===== src/rtl/vga_timing_gen.sv =====
// Parametrised raster timing generator: pixel prescaler, row/col counters, sync/blank with pipeline delay.
// Optional VGA_FRAME_COUNT_EN adds a 16-bit frame counter output (frame_cnt).
module vga_timing_gen #(
  parameter int H_ACTIVE = 640,
  parameter int H_FP     = 16,
  parameter int H_SYNC   = 96,
  parameter int H_BP     = 48,
  parameter int V_ACTIVE = 480,
  parameter int V_FP     = 10,
  parameter int V_SYNC   = 2,
  parameter int V_BP     = 33,
  parameter int CLK_DIV  = 2,
  parameter int HS_POL   = 0,
  parameter int VS_POL   = 0,
  parameter int OUT_DLY  = 0,
  parameter int COL_W    = 10,
  parameter int ROW_W    = 10
) (
  input  logic             CLOCK_50,
  input  logic             reset,
  input  logic             en,
  output logic             HS,
  output logic             VS,
  output logic             blank,
  output logic [ROW_W-1:0] row,
  output logic [COL_W-1:0] col,
  output logic             pix_stb,
  output logic             line_start,
  output logic             frame_start
`ifdef VGA_FRAME_COUNT_EN
  , output logic [15:0]    frame_cnt
`endif
);

  localparam int H_TOTAL = H_ACTIVE + H_FP + H_SYNC + H_BP;
  localparam int V_TOTAL = V_ACTIVE + V_FP + V_SYNC + V_BP;
  localparam int DLY_N   = (OUT_DLY > 0) ? OUT_DLY : 1;

  localparam logic [COL_W-1:0] H_LAST  = COL_W'(H_TOTAL - 1);
  localparam logic [ROW_W-1:0] V_LAST  = ROW_W'(V_TOTAL - 1);
  localparam logic [2:0]       PS_LAST = 3'(CLK_DIV - 1);
  localparam logic             HS_ON   = 1'(HS_POL);
  localparam logic             VS_ON   = 1'(VS_POL);
  localparam logic [2:0]       IDLE    = {~HS_ON, ~VS_ON, 1'b0};

  if (CLK_DIV < 1 || CLK_DIV > 8) begin : g_bad_div
    $error("vga_timing_gen: CLK_DIV must be 1..8");
  end
  if (OUT_DLY < 0 || OUT_DLY > 4) begin : g_bad_dly
    $error("vga_timing_gen: OUT_DLY must be 0..4");
  end
  if ((H_TOTAL - 1) >= (1 << COL_W)) begin : g_bad_colw
    $error("vga_timing_gen: COL_W too small for H_TOTAL");
  end
  if ((V_TOTAL - 1) >= (1 << ROW_W)) begin : g_bad_roww
    $error("vga_timing_gen: ROW_W too small for V_TOTAL");
  end

  logic [2:0]       presc;
  logic             tick;
  logic             h_wrap;
  logic             v_wrap;
  logic [COL_W-1:0] col_nxt;
  logic [ROW_W-1:0] row_nxt;
  logic [2:0]       raw_nxt;
  logic [2:0]       dly [DLY_N];
  logic [2:0]       dly_out;

  // Sync/blank are derived from the counter values about to be loaded so that,
  // with no extra delay, HS/VS/blank line up exactly with the displayed row/col.
  always_comb begin
    tick    = en && (presc == PS_LAST);
    h_wrap  = (col == H_LAST);
    v_wrap  = (row == V_LAST);
    col_nxt = h_wrap ? '0 : col + 1'b1;
    row_nxt = row;
    if (h_wrap) begin
      row_nxt = v_wrap ? '0 : row + 1'b1;
    end
    raw_nxt[2] = ((32'(col_nxt) >= H_ACTIVE + H_FP) &&
                  (32'(col_nxt) <  H_ACTIVE + H_FP + H_SYNC)) ? HS_ON : ~HS_ON;
    raw_nxt[1] = ((32'(row_nxt) >= V_ACTIVE + V_FP) &&
                  (32'(row_nxt) <  V_ACTIVE + V_FP + V_SYNC)) ? VS_ON : ~VS_ON;
    raw_nxt[0] = (32'(col_nxt) >= H_ACTIVE) || (32'(row_nxt) >= V_ACTIVE);
    dly_out    = (OUT_DLY == 0) ? raw_nxt : dly[DLY_N-1];
  end

  always_ff @(posedge CLOCK_50) begin
    if (reset) begin
      presc       <= '0;
      col         <= '0;
      row         <= '0;
      pix_stb     <= 1'b0;
      line_start  <= 1'b0;
      frame_start <= 1'b0;
      {HS, VS, blank} <= IDLE;
      for (int i = 0; i < DLY_N; i++) begin
        dly[i] <= IDLE;
      end
`ifdef VGA_FRAME_COUNT_EN
      frame_cnt <= '0;
`endif
    end else begin
      pix_stb     <= tick;
      line_start  <= tick && h_wrap;
      frame_start <= tick && h_wrap && v_wrap;
      if (en) begin
        presc <= (presc == PS_LAST) ? '0 : presc + 1'b1;
      end
      // Everything downstream of the prescaler moves one pixel per strobe.
      if (tick) begin
        col <= col_nxt;
        row <= row_nxt;
        dly[0] <= raw_nxt;
        for (int i = 1; i < DLY_N; i++) begin
          dly[i] <= dly[i-1];
        end
        {HS, VS, blank} <= dly_out;
`ifdef VGA_FRAME_COUNT_EN
        if (h_wrap && v_wrap) begin
          frame_cnt <= frame_cnt + 16'd1;
        end
`endif
      end
    end
  end

endmodule


===== config.mk =====
export PLATFORM = sky130hd
export DESIGN_NAME = vga_timing_gen
export DESIGN_NICKNAME = d
export VERILOG_FILES = /design/src/rtl/vga_timing_gen.sv
export SDC_FILE = /design/constraint.sdc
export NUM_CORES = 1
export LEC_CHECK = 0
export CAP_MARGIN = 20
export CORE_MARGIN = 3
export CORE_UTILIZATION = 53
export DETAILED_ROUTE_END_ITERATION = 8
export GPL_ROUTABILITY_DRIVEN = 0
export HOLD_SLACK_MARGIN = 0.08
export PLACE_DENSITY = 0.9
export REMOVE_ABC_BUFFERS = 1
export SLEW_MARGIN = 20
export SYNTH_ARGS = -nofsm -noshare
export SYNTH_HDL_FRONTEND = slang
export SYNTH_SLANG_ARGS = --single-unit

===== constraint.sdc =====
create_clock -name CLOCK_50 -period 2.7 [get_ports CLOCK_50]
set_input_delay 0.27 -clock CLOCK_50 [delete_from_list [all_inputs] [get_ports CLOCK_50]]
set_output_delay 0.27 -clock CLOCK_50 [all_outputs]
set_load 0.005 [all_outputs]

Word level (Yosys, flattened, before mapping):

Cells that the tools add are included.

* bits of input ports: 3
* bits in registers: 29

* order comparisons: 6
* eq/ne operators: 3
* $add $sub $neg: 3
* muxes and demuxes: 6
* reductions and logical operators: 6

Operator list (count)
* $mux 10: 3
* $add 10x1->10 const B: 2
* $eq 10x10->1 const B: 2
* $ge 10x10->1 const B: 2
* $ge 10x9->1 const B: 2
* $lt 10x10->1 const B: 1
* $lt 10x9->1 const B: 1
* $logic_and 1x1->1: 5
* $add 3x1->3 const B: 1
* $eq 3x1->1 const B: 1
* $mux 3: 1
* $mux 1: 2
* $logic_or 1x1->1: 1

Longest topological paths before layout:

* depth in word-level cells: 6
* mapped depth: 9
* gate-level depth less buffers: 8

Worst setup path before layout:

OpenSTA, ideal clock, no wires.

* path type: flip-flop to flip-flop
* start: register col[0]
* end: register blank
* slack: 0.506 ns
* cell stages (with the launch flop): 8
* data required time: 2.612 ns
* period minus slack after synthesis: 2.194 ns
* arrival: 2.106 ns
* library setup time: 0.088 ns
* cell sequence: dfxtp_1 -> ha_1 -> nand4_2 -> or4_4 -> buf_6 -> o32a_1 -> or2_1 -> a311oi_2

* word-level cells in the longest chain between the ends: 4
* elaborated cells on any way between the ends: 7
* classes of those cells: add/sub: 1; order compare: 2; eq/ne: 1; mux: 2; reduce/logical: 1

RTL lines
* start: declaration: RTL line 26 `output logic [COL_W-1:0] col,`
* start signal: assignment: RTL line 112 `col <= col_nxt;`
* $add 10x1->10 / $eq 10x10->1 (equally long branches): RTL line 75, 73
* $mux 10 (on tied branches): RTL line 75, 77
* $ge 10x10->1 / $ge 10x9->1 (equally long branches): RTL line 84 `raw_nxt[0] = (32'(col_nxt) >= H_ACTIVE) || (32'(row_nxt) >= V_ACTIVE);`
* $logic_or 1x1->1 *: RTL line 84
* end signal: assignment: RTL line 118 `{HS, VS, blank} <= dly_out;`
* end: declaration: RTL line 24 `output logic blank,`

Mark *: on every way between the ends. The rest lies on a longest branch, timed or not.
A chain may end at the register's enable or synchronous reset.

Worst setup path after layout:

Ends and elaborated chain as after synthesis.

==> flow_summary.toml <==
[power_and_ir_drop]
p_seq_frac = 0.550
p_per_area_nw_per_um2 = 383
p_comb_frac = 0.057
vdd_drop_max_mv = 0.257
power.leakage_nw = 0.700
clkPwrFrac = 0.393
swShare = 0.243
p_sw_uw = 194
internal_power_uw = 603

[die]
coreArea_um2 = 3080
start_util = 0.561
dieArea_um2 = 3980
die-width_um = 63.1
io_pins = 29
fp.dieH_um = 63.1
num_rows = 20

[synth]
seq_area_frac_synth = 0.336
yosysUniqueCellTypes = 42
postSynthCellCount = 227
synth_area_leaders = "dfxtp_1, nor2_1, a21oi_1"
synth_edf_count = 0
yosysTopAreaCellShare = 0.336
synthArstFlopShare = 0
synth_seq_cells = 29
syn_area_um2 = 1730
synth_warnings = 0
synth_flop_cell = "dfxtp_1"
syn_avg_cell_area_um2 = 7.61
yosysTopAreaCell = "dfxtp_1"

[detailed_routing]
vias = 1746
drtIter0Drc = 117
postRouteAntennaNets = 0
drtPass1Iterations = 4
drt-total-wl_um = 4210
drt-wirelength-per-cell_um = 14.2
viasPerCell = 5.90
drc_errors = 0

[place]
dpl-instance-area_um2 = 2010
io_buffers = 28
post-dp-hpwl_um = 2920

[cts]
cts_tree = "done"
cts_buffers = 5
ctsHoldBuffers = 0
cts.clk_slew.worst_paths_ns = 0.10
clkSinkCount = 29
cts_resized = 0
clock_path_buffers = 2
post_cts.repair.setup_buffers = 0
cts-root-buf = "clkbuf_4"
insertion_delay_ns = 0.35
htreeDepth = 2

[timing]
fmax_ghz = 0.419
rsz0062_at_grt = "no"
setup_viol = 0
fin_crit_sh = 0.884
slew_headroom = 0.558
finalHoldViolCount = 0
fin_crit_ns = 2.39
drv_slew = 0
tightest_slew_ns = 0.653
fin_setup_tns_ns = 0
skew_ns = 0.00971

[setup_path]
cp-start-kind = "flop"
cp-end-kind = "flop"
critPathRequiredTime_ns = 2.97
crit_arrival_ns = 2.66
cp_max_fo = 11
critPathKind = "reg -> reg"

[cells_and_area]
fin_area_um2 = 2080
final.fill_count = 277
syn2layout_area_growth_pct = 20.5
diodes = 0
final_nets = 258
layout_common_cells = "dfxtp_1, nor2_1, clkdlybuf4s50_1"
mostFrequentLayoutCell = "dfxtp_1"
drive_gt1_frac = 0.0635

[global_route]
grt_pass1_vias = 1594
antenna_found_initial = 0
grt_pass1_wl_um = 7250
grtUsageTotal = 0.227
grt_start_max_net_pins = 29
grt_remaining_overflow = 0

[run]
drv_cap = 0

[run_status]
status = "finished clean"

[worst_hold_path]
hold_path_class = "reg -> reg"
[flip-flops by register name, summed over array words and instances (netlist names)]
signal	flops
col	10
row	10
presc	3
HS	1
VS	1
blank	1
frame_start	1
line_start	1
pix_stb	1
[area by class of cell]
type	count	area (um2)	share of cell area
well taps	44	55.1	0.0265
multi-input cells	177	1040	0.501
clock inverters	1	5.00	0.00241
clock buffers	7	65.1	0.0313
inverters	6	22.5	0.0108
repair buffers	32	310	0.149
flip-flops and latches	29	581	0.279
[final timing paths]
| kind | cells after the start | end | slack (ns) | startpoint |
|---|---|---|---|---|
| worst max-delay path | 7 | blank | 0.31 | col[0] |
| worst min-delay path | 2 | presc[1] | 0.51 | presc[1] |
| worst max register to register | 7 | blank | 0.31 | col[0] |
| worst min register to register | 2 | presc[1] | 0.51 | presc[1] |
[kinds of logic after synthesis]
family	Yosys count	share of synthesized area
AOI/OAI and AO/OA	48	0.169
and+or+nand+nor	115	0.354
adders and majority gates	4	0.0290
xor gates and xnor gates	8	0.0406
muxes	2	0.0116
buffers and inverters	21	0.0601
DFF	29	0.336
[metal layers]
layer / vias up / wire, um / part of all wire / global-route usage
met5: - / 0 / 0 / 0
met4: 0 / 69 / 0.016 / 0.0909
met3: 9 / 236 / 0.056 / 0.0588
met2: 53 / 1970 / 0.47 / 0.361
met1: 820 / 1940 / 0.46 / 0.291
li1: 864 / - / - / -
[stage by stage]
| step | util | power, mW | cells | setup slack, ns | hold WS (ns) |
|---|---|---|---|---|---|
| CTS | 0.676 | 0.796 | 296 | 0.348 | 0.510 |
| finish | 0.676 | 0.797 | 296 | 0.312 | 0.511 |
| detailed placement | 0.653 | 0.493 | 288 | 0.389 | 0.494 |
| global route | 0.676 | 0.823 | 296 | 0.144 | 0.538 |
| floorplan | - | 0.467 | 212 | 0.106 | 0.338 |
| global placement | 0.653 | 0.492 | 288 | 0.499 | 0.490 |
[worst max-delay path: stages (launching register included)]
cell and delay [ns]:
dfxtp_1 0.46, ha_1 0.26, nand4_2 0.21, or4_4 0.54
nor4_1 0.31, o22ai_1 0.12, and2_1 0.18, a311oi_2 0.22
[cell usage after synthesis (2+ instances only)]
cell type	n
nor4_1	3
dfxtp_1	29
inv_1	6
and3_1	4
a21oi_1	18
and2_1	9
buf_6	2
buf_4	2
or3_1	8
xnor2_1	4
ha_1	4
nor3_1	14
clkbuf_1	9
mux2i_1	2
xor2_1	4
a31oi_1	3
nand4_1	4
nand3_1	12
o21ai_0	14
nor4b_1	4
nor2_1	28
o31a_1	2
a32oi_1	2
o22ai_1	2
nand2_1	21
[power by group through the flow]
stage / sequential, mW / combinational (mW) / clock (mW)
after CTS: 0.439 / 0.0449 / 0.312
final: 0.439 / 0.0451 / 0.313
after floorplan: 0.448 / 0.0189 / 0
after global placement: 0.448 / 0.0436 / 0
after global routing: 0.440 / 0.0487 / 0.335
after detailed placement: 0.449 / 0.0446 / 0
No activity file was read; power rests on OpenSTA's default activity.
